==> config.mk <==
export PLATFORM = sky130hd
export DESIGN_NAME = int2fp_conv
export DESIGN_NICKNAME = d
export VERILOG_FILES = /design/src/rtl/fpu_pkg.sv /design/src/rtl/int2fp_pack.sv /design/src/rtl/int2fp_conv.sv
export SDC_FILE = /design/constraint.sdc
export NUM_CORES = 1
export LEC_CHECK = 0
export CAP_MARGIN = 25
export CORE_MARGIN = 4
export CORE_UTILIZATION = 55
export CTS_CLUSTER_DIAMETER = 150
export DETAILED_ROUTE_END_ITERATION = 12
export GPL_TIMING_DRIVEN = 0
export PLACE_DENSITY = 0.81
export SYNTH_ARGS = -nofsm -noshare
export SYNTH_HDL_FRONTEND = slang
export SYNTH_HIERARCHICAL = 1
export SYNTH_SLANG_ARGS = --single-unit
==> constraint.sdc <==
create_clock -name clock_100Khz -period 2.55 [get_ports clock_100Khz]
set_clock_uncertainty 0.15 [all_clocks]
set_input_delay 0.51 -clock clock_100Khz [delete_from_list [all_inputs] [get_ports clock_100Khz]]
set_output_delay 0.51 -clock clock_100Khz [all_outputs]
set_load 0.005 [all_outputs]
==> src/rtl/fpu_pkg.sv <==
// Shared FPU definitions: float format, status codes, converter states.
// Used by int2fp_conv and int2fp_pack.
package fpu_pkg;

  localparam int EXP_W  = 10;
  localparam int MANT_W = 21;
  localparam int BIAS   = 511;

  // Exponent of a magnitude whose leading one sits at bit 31.
  localparam logic [EXP_W-1:0] EXP_TOP = EXP_W'(BIAS + 31);

  localparam logic [3:0] EXACT     = 4'd0;
  localparam logic [3:0] OVERFLOW  = 4'd1;
  localparam logic [3:0] UNDERFLOW = 4'd2;
  localparam logic [3:0] INEXACT   = 4'd3;

  typedef enum logic [2:0] {
    S_IDLE,
    S_ABS,
    S_NORM,
    S_PACK,
    S_DONE
  } conv_state_e;

endpackage

==> src/rtl/int2fp_pack.sv <==
// Maps sign, normalized magnitude and shift count to {float, status}.
// INT2FP_ROUND_EN selects round-nearest-even instead of truncation.
module int2fp_pack
  import fpu_pkg::*;
(
  input  logic        sign,
  input  logic [31:0] mag,
  input  logic [4:0]  lz,
  output logic [31:0] fp,
  output logic [3:0]  status
);

  logic [EXP_W-1:0]  exp_v;
  logic [MANT_W-1:0] mant_v;
  logic              lost;

  always_comb begin
    exp_v  = EXP_TOP - EXP_W'(lz);
    mant_v = mag[30:10];
    lost   = |mag[9:0];
`ifdef INT2FP_ROUND_EN
    if (mag[9] && ((|mag[8:0]) || mag[10])) begin
      if (&mant_v) begin
        mant_v = '0;
        exp_v  = exp_v + 1'b1;
      end else begin
        mant_v = mant_v + 1'b1;
      end
    end
`endif
    if (mag == 32'd0) begin
      fp     = '0;
      status = EXACT;
    end else begin
      fp     = {sign, exp_v, mant_v};
      status = lost ? INEXACT : EXACT;
    end
  end

endmodule

==> src/rtl/int2fp_conv.sv <==
// int32 -> FPU float converter, one normalize shift per cycle.
// Optional INT2FP_ROUND_EN enables round-nearest-even in int2fp_pack.
module int2fp_conv
  import fpu_pkg::*;
(
  input  logic        clock_100Khz,
  input  logic        reset,
  input  logic        in_valid,
  output logic        in_ready,
  input  logic [31:0] int_in,
  output logic        out_valid,
  input  logic        out_ready,
  output logic [31:0] float_out,
  output logic [3:0]  status_out
);

  conv_state_e state;
  logic        sign_q;
  logic [31:0] mag_q;
  logic [4:0]  lz_q;
  logic [31:0] fp_d;
  logic [3:0]  st_d;

  int2fp_pack u_pack (
    .sign   (sign_q),
    .mag    (mag_q),
    .lz     (lz_q),
    .fp     (fp_d),
    .status (st_d)
  );

  always_ff @(posedge clock_100Khz or negedge reset) begin
    if (!reset) begin
      state      <= S_IDLE;
      sign_q     <= 1'b0;
      mag_q      <= '0;
      lz_q       <= '0;
      in_ready   <= 1'b1;
      out_valid  <= 1'b0;
      float_out  <= '0;
      status_out <= EXACT;
    end else begin
      unique case (state)
        S_IDLE: begin
          if (in_valid) begin
            mag_q    <= int_in;
            sign_q   <= int_in[31];
            in_ready <= 1'b0;
            state    <= S_ABS;
          end
        end
        S_ABS: begin
          // -0x80000000 wraps to itself, which is the right magnitude
          mag_q <= sign_q ? (~mag_q + 32'd1) : mag_q;
          lz_q  <= '0;
          state <= (mag_q == 32'd0) ? S_PACK : S_NORM;
        end
        S_NORM: begin
          if (!mag_q[31]) begin
            mag_q <= {mag_q[30:0], 1'b0};
            lz_q  <= lz_q + 5'd1;
          end else begin
            state <= S_PACK;
          end
        end
        S_PACK: begin
          float_out  <= fp_d;
          status_out <= st_d;
          out_valid  <= 1'b1;
          state      <= S_DONE;
        end
        S_DONE: begin
          if (out_ready) begin
            out_valid <= 1'b0;
            in_ready  <= 1'b1;
            state     <= S_IDLE;
          end
        end
        default: state <= S_IDLE;
      endcase
    end
  end

endmodule

After elaboration in Yosys (flattened, before gate mapping). Cells that the tools add are included.

Bits in registers: 79. Logic and storage cells: 55.

Add/subtract/negate cells: 3. Equality and inequality tests: 9. Reductions and logical operators: 14. Bitwise gates (word level): 1. Multiplexer cells: 19.

Operators with widths (number): two-way mux 32 bit (4); one-hot mux 32 bit (3 select lines) (1); adder 32 x 1 -> 32 bit, second input constant (1); logical NOT 32 bit (1); NOT 32 bit (1); one-hot mux 3 bit (5 select lines) (1); inequality test 2 bit, second input constant (5); one-hot mux 5 bit (2 select lines) (1); OR reduction 10 bit (1); subtractor 10 x 5 -> 10 bit, first input constant (1); two-way mux 3 bit (3); AND reduction 3 bit (3); equality test 3 x 2 -> 1 bit, second input constant (2); AND reduction 2 bit (3); nonzero test 2 bit (3); adder 5 x 1 -> 5 bit, second input constant (1); two-way mux 5 bit (1); two-way mux 1 bit (4); two-way mux 4 bit (1); one-hot mux 1 bit (2 select lines) (2); AND reduction 4 bit (1); equality test 3 x 1 -> 1 bit, second input constant (1); equality test 3 bit, second input constant (1); logical NOT 3 bit (1); other kinds (2) (2).

Depth between registers and ports, before layout. Gate-level depths: netlist of run 1.

Depth in word-level cells: 4. Gate-level depth with buffers: 8.

Hierarchy. The synthesis of run 1 kept the hierarchy.

Modules (own cells, without submodules): int2fp_conv (times used 1, area an instance 4325.4 um2, sequential area each 1978.1 um2, cells each 436); int2fp_pack (times used 1, area an instance 367.9 um2, sequential area each 0.0 um2, cells each 57).

Least setup slack after synthesis of run 1. No wires, ideal clock.

Path type: flip-flop to flip-flop. Start: register mag_q[11]. End: register mag_q[18]. Period minus slack after synthesis: 2.315 ns. Path slack: 0.235 ns. Library setup time: 0.128 ns. Buffers on the path: 1. Arrival time: 2.038 ns. Stages on the path, launching flop included: 7. Cells stage by stage: dfrtp_1 buf_6 or4_4 or3_4 or4_1 a21oi_1 nor3_1.

Word-level cells in the longest chain between the ends: 4.

RTL lines: start: declaration (RTL line int2fp_conv.sv:19) `logic [31:0] mag_q;`; start signal: assignment (RTL line int2fp_conv.sv:46) `mag_q <= int_in;`; start signal: assignment (RTL line int2fp_conv.sv:54) `mag_q <= sign_q ? (~mag_q + 32'd1) : mag_q;`; start signal: assignment (RTL line int2fp_conv.sv:60) `mag_q <= {mag_q[30:0], 1'b0};`; NOT 32 bit (RTL line int2fp_conv.sv:54); adder 32 x 1 -> 32 bit (RTL line int2fp_conv.sv:54); two-way mux 32 bit (RTL line int2fp_conv.sv:54); one-hot mux 32 bit (3 select lines) (RTL line int2fp_conv.sv:43) `unique case (state)`.

Every way passes these cells. The select of a mux whose other input is x is not followed. A chain may end at the register's enable or synchronous reset.

Worst setup path in the final report of run 1.
Start: register mag_q[1]. End: register mag_q[14].

Same word-level chain as after synthesis.

==> results_dict.tcl, run 1 <==
set metrics [dict create \
    maxSlewHeadroom_pct 52.9 \
    cts_root_buf "clkbuf_8" \
    critPathLaunchType "flop" \
    synth_edf_count 0 \
    drt_iter0_markers 509 \
    p_per_area_nw_per_um2 1320 \
    dp.final_hpwl_um 9680 \
    finalHoldViolations 0 \
    antenna_left 0 \
    antenna_found_initial 0 \
    wl_per_cell_um 19.8 \
    setup_ws_ps 36.8 \
    endpoint_kind "flop" \
    hold_path.class "reg2reg" \
    cp_max_fo 6 \
    rsz0062_at_grt "true" \
    yosys_register_bits 79 \
    finalMaxSlewViolations 0 \
    period_minus_slack_ps 2510 \
    overflow 0 \
    yosysSeqAreaShare_pct 42.1 \
    dieHeight_um 100 \
    ys_async_sr_fraction_pct 100 \
    routed_via_density 6.31 \
    worst_slew_pin_slew_ps 705 \
    reg2reg_slack_ps 40 \
    synth.yosys.warnings 6 \
    grt_pass1_wl_um 22300 \
    ir_drop_mv 0.630 \
    p_leak_uw 0.00236 \
    die_w_um 100 \
    diodes 0 \
    core_area_um2 8260 \
    timing.final.crit_share_pct 98.6 \
    mappedNetlistArea_um2 4690 \
    cap_violations 0 \
    pin_count 74 \
    drc 0 \
    drtPass1Iterations 6 \
    grt_max_degree 47 \
    cts_buffer_depth 2 \
    status "complete, no violations" \
    place_congestion 0.974 \
    clk_latency_ps 370 \
    critPathKind "reg2reg" \
    setup_viol 0 \
    tritoncts "built" \
    grt_util_all_layers_pct 28.1 \
    nets 623 \
    avgSynthCellArea_um2 9.52 \
    start_util_pct 56.8 \
    rows 33 \
    synth_cell_types 64 \
    crit_arrival_ps 2580 \
    clk_pin_slew_worst_paths_ps 80 \
    dieArea_um2 10100 \
    wirelength_um 13700 \
    area_growth_pct 25.9 \
    cts_buffers 9 \
    max_freq_mhz 398 \
    drive_above_1_share_pct 18.4 \
    post-place-ws_ps -422 \
    syn_inst 493 \
    clock-sinks 79 \
    synth-main-ff-cell "dfrtp_1" \
    cts_max_level 3 \
    post-route-util_pct 71.6 \
    port_buffers 73 \
    worstPathRequired_ps 2620 \
    grt_pass1_vias 4239 \
    routed-via-count 4373 \
]
per-layer routing:
layer / part of all wire, % / wire, µm / up-vias / GRT usage, %
met5: 0 / 0 / - / 0
met4: 2.4 / 335 / 0 / 12.0
met3: 7.9 / 1080 / 30 / 3.82
met2: 47 / 6440 / 234 / 42.6
met1: 43 / 5860 / 2096 / 40.5
li1: - / - / 2013 / -
repair_timing:
item	CTS	global route
setup endpoints to repair	14	55
gates cloned	0	0
hold endpoints to repair	33	0
buffers inserted	0	5
pin swaps	1	7
resized for setup	5	26
hold buffers	1	0
synthesized netlist by cell type, types with 5 or more instances:
library cell	number	share of area (%)
nand2b_1	10	1.3
a211oi_1	5	0.80
nor3_1	21	2.2
nor4_1	13	1.7
a21oi_1	14	1.5
clkbuf_1	49	3.9
a21o_1	8	1.3
mux2_2	37	8.9
xor2_1	7	1.3
o31ai_1	8	1.3
nand2_1	22	1.8
inv_1	6	0.48
nor2_1	36	2.9
o2bb2ai_1	9	1.7
o21ai_0	42	4.5
a221oi_1	9	1.7
or4_1	8	1.3
dfrtp_1	78	42
nand3_1	14	1.5
and3_1	6	0.80
a222oi_1	9	1.9
cells by family after synthesis:
| kind of cell | Yosys count | synth area share, % |
|---|---|---|
| AND/OR/NAND/NOR | 160 | 19.3 |
| AO/OA/AOI/OAI | 134 | 20.1 |
| flip-flops | 79 | 42.1 |
| buffers and inverters | 65 | 5.89 |
| multiplexers | 41 | 9.73 |
| XOR/XNOR | 9 | 1.68 |
| adder cells (fa/ha/maj) | 4 | 1.07 |
| other | 1 | 0.0799 |
final cells by class:
| type | count | area [µm²] |
|---|---|---|
| plain buffers | 57 | 267 |
| clock buffers | 9 | 124 |
| clock inverters | 7 | 96.3 |
| fillers | 643 | 2350 |
| inverters | 6 | 22.5 |
| multi-input cells | 350 | 2480 |
| flip-flops and latches | 79 | 1980 |
| well taps | 105 | 131 |
| repair buffers | 80 | 803 |
state kept, by name, indices dropped and copies added, names as in the netlist:
name        flops
float_out      32
lz_q            5
sign_q          1
status_out      4
state           3
in_ready        1
out_valid       1
mag_q          32
worst max-delay path, cell delays in order (launching register included):
cell       delay (ps)
dfrtp_1           460
inv_1              90
ha_2              210
nor3b_4           220
nand4b_1          150
buf_4             200
buf_6             120
or2_2             290
a222oi_1          360
o2bb2ai_1         110
final timing paths:
path	startpoint	end	depth (start not counted)
max	mag_q[1]$_DFFE_PN0P_	mag_q[14]$_DFFE_PN0P_	9
min	status_out[0]$_DFFE_PN0P_	status_out[0]$_DFFE_PN0P_	1
max reg2reg	mag_q[1]$_DFFE_PN0P_	mag_q[14]$_DFFE_PN0P_	9
min reg2reg	status_out[0]$_DFFE_PN0P_	status_out[0]$_DFFE_PN0P_	1
max in group asynchronous	reset	in_ready$_DFFE_PN1P_	3
min in group asynchronous	reset	float_out[25]$_DFFE_PN0P_	2
power breakdown:
group          internal (µW)  switching, µW  total, µW
Clock                    554            490       1040
Sequential              1810            729       2540
Combinational           1970           2240       4210
stage by stage:
step / setup TNS (ps) / instance area (µm²) / cells / power, µW / hold slack [ps]
detailed placement: -5340 / 5580 / 673 / 6540 / 341
floorplan: 0 / 4700 / 494 / 4990 / 64.4
CTS: -21.8 / 5830 / 690 / 7600 / 363
finish: 0 / 5910 / 693 / 7790 / 360
global route: -42.3 / 5910 / 693 / 8320 / 379
global placement: -161900 / 5560 / 672 / 6410 / 336
cell usage in the layout, fill, tap and decap left out, drive strengths merged, types with 3 or more instances in the layout:
cell type and count:
a221oi 9, ha 4, o21ai 42, or2 4, or3 5, buf 16, mux2i 4, dfrtp 78
a21o 8, nand2 22, mux2 37, nor2 36, nor3 22, a22o 4, nor2b 4, a31oi 4
nand2b 10, o31ai 8, nor4 16, clkdlybuf4s50 72, inv 7, nand4 3, o2bb2ai 9, and3 6
a211oi 5, a21boi 6, clkbuf 57, o31a 3, clkinv 4, a21oi 15, or4 11, nand3 14
xor2 7, a222oi 9
No activity file was read; power rests on OpenSTA's default activity.
==> run 2: changes to the inputs <==
--- a/config.mk
+++ b/config.mk
@@ -11,6 +11,7 @@
 export CTS_CLUSTER_DIAMETER = 150
 export DETAILED_ROUTE_END_ITERATION = 12
 export GPL_TIMING_DRIVEN = 0
+export MAX_ROUTING_LAYER = met4
 export PLACE_DENSITY = 0.81
 export SYNTH_ARGS = -nofsm -noshare
 export SYNTH_HDL_FRONTEND = slang
==> run 2 against run 1 <==
  * Cell count fell by 0.14%
  * Worst hold slack improved by 1.6 ps
  * Combinational power rose by 2%
  * Sequential cell count did not move
  * Critical path depth down 3
  * Routed wire length grew 4.3%
  * Utilization increased by 0.35 points
  * Final area increased by 0.49%
  * Global-route usage up 2.5 points
==> results_dict.tcl, run 2 (synthesis gave the netlist of run 1 again) <==
set metrics [dict create \
    diodes 0 \
    cpPeakStageDelay_ps 510 \
    maxSlewHeadroom_pct 57.9 \
    cpMaxStageDelayCell "or4_4" \
    ir_drop_mv 0.709 \
    crit_family "simple AND/OR/NAND/NOR gates" \
    cts_buffer_depth 2 \
    wirelength_um 14300 \
    dieArea_um2 10100 \
    clk_latency_ps 360 \
    crit_buf_inv 1 \
    drc 0 \
    setup_viol 0 \
    hold_ws_ps 362 \
    critPathLaunchType "flop" \
    grt_util_all_layers_pct 30.6 \
    drive_above_1_share_pct 19.6 \
    status "complete, no violations" \
    pin_count 74 \
    core_area_um2 8260 \
    nets 622 \
    die_w_um 100 \
    dp.final_hpwl_um 9850 \
    cap_violations 0 \
    cts_max_level 3 \
    cp_max_fo 9 \
    max_freq_mhz 406 \
    area_growth_pct 26.5 \
    port_buffers 73 \
    final_cell_mix "75 x dfrtp_1, 72 x clkdlybuf4s50_1, 42 x o21ai_0" \
    worst_slew_pin_slew_ps 632 \
    dieHeight_um 100 \
    rsz0062_at_grt "true" \
    antenna_left 0 \
    finalHoldViolations 0 \
    rows 33 \
    critPathKind "reg2reg" \
    routed_via_density 6.45 \
    clock-sinks 79 \
    finalMaxSlewViolations 0 \
    antenna_found_initial 0 \
    cts_root_buf "clkbuf_8" \
    worstPathRequired_ps 2640 \
    clk_pin_slew_worst_paths_ps 80 \
    timing.final.crit_share_pct 96.6 \
    hold_path.class "reg2reg" \
    routed-via-count 4461 \
    grt_max_degree 50 \
    p_per_area_nw_per_um2 1340 \
    fin_tns_setup_ps 0 \
    start_util_pct 56.8 \
    multiInputGateArea_um2 2500 \
    grt_pass1_vias 4523 \
    fillerInstances 638 \
    tritoncts "built" \
    drt_iter0_markers 578 \
    period_minus_slack_ps 2460 \
    grt_pass1_wl_um 23500 \
    cts_buffers 9 \
    overflow 0 \
    place_congestion 0.964 \
    crit_arrival_ps 2560 \
    seqCellArea_um2 1980 \
    p_leak_uw 0.00237 \
    top_regs "float_out (32), mag_q (32), lz_q (5)" \
    crit_chain "buf_6 -> or4_4 -> or3_4 -> or4_1 -> a21oi_1 -> nor3_1" \
    wl_per_cell_um 20.7 \
    mostFrequentLayoutCell "dfrtp_1" \
    endpoint_kind "flop" \
    drtPass1Iterations 5 \
]
## run 2: cell type report
| class | instances | share of cell area (%) |
|---|---|---|
| Timing Repair Buffer | 79 | 13.4 |
| Clock buffer | 10 | 2.32 |
| Multi-Input combinational cell | 350 | 42.2 |
| Sequential cell | 79 | 33.4 |
| Inverter | 6 | 0.379 |
| Tap cell | 105 | 2.21 |
| Buffer | 57 | 4.57 |
| Clock inverter | 6 | 1.56 |
## run 2: repair_timing
action | CTS | global route
endpoints found under the hold margin | 30 | 0
hold buffers | 1 | 0
setup buffers | 0 | 4
resized for setup | 5 | 40
setup endpoints to repair | 16 | 59
pin swaps | 0 | 5
## run 2: final timing paths
check / start / end / slack (ps) / cells after the start
setup / recovery: mag_q[11]$_DFFE_PN0P_ / mag_q[18]$_DFFE_PN0P_ / 90 / 6
hold / removal: float_out[4]$_DFFE_PN0P_ / float_out[4]$_DFFE_PN0P_ / 360 / 1
setup reg to reg: mag_q[11]$_DFFE_PN0P_ / mag_q[18]$_DFFE_PN0P_ / 90 / 6
hold reg to reg: float_out[4]$_DFFE_PN0P_ / float_out[4]$_DFFE_PN0P_ / 360 / 1
max in group asynchronous: reset / in_ready$_DFFE_PN1P_ / 1150 / 3
min in group asynchronous: reset / float_out[23]$_DFFE_PN0P_ / 470 / 2
## run 2: power breakdown
part           total (µW)  internal, µW  switching (µW)
clock                1100           583             513
combinational        4300          2000            2300
sequential           2540          1810             731
total                7940          4390            3540
## run 2: through the flow
stage          setup WS (ps)  power [µW]  instance area (µm²)  cells  util (%)
3_5_place_dp            -502        6570                 5580    673      67.6
4_1_cts                 4.29        7680                 5840    690      70.7
2_1_floorplan            235        4990                 4700    494         -
5_1_grt                -37.8        8470                 5940    692      71.9
6_report                87.2        7940                 5940    692      71.9
3_3_place_gp           -1960        6430                 5560    672      67.3
## run 2: worst reg2reg max path, stage by stage (launching register included)
cell and delay (ps):
dfrtp_1 420, buf_6 160, or4_4 510, or3_4 410, or4_1 480, a21oi_1 150, nor3_1 70
## run 2: routing by layer
layer	up-vias	routed length [µm]	GRT usage, %
li1	2005	-	-
met1	2163	6000	41.7
met2	261	6790	46.8
met3	32	1170	4.31
met4	0	348	11.2
met5	-	0	-
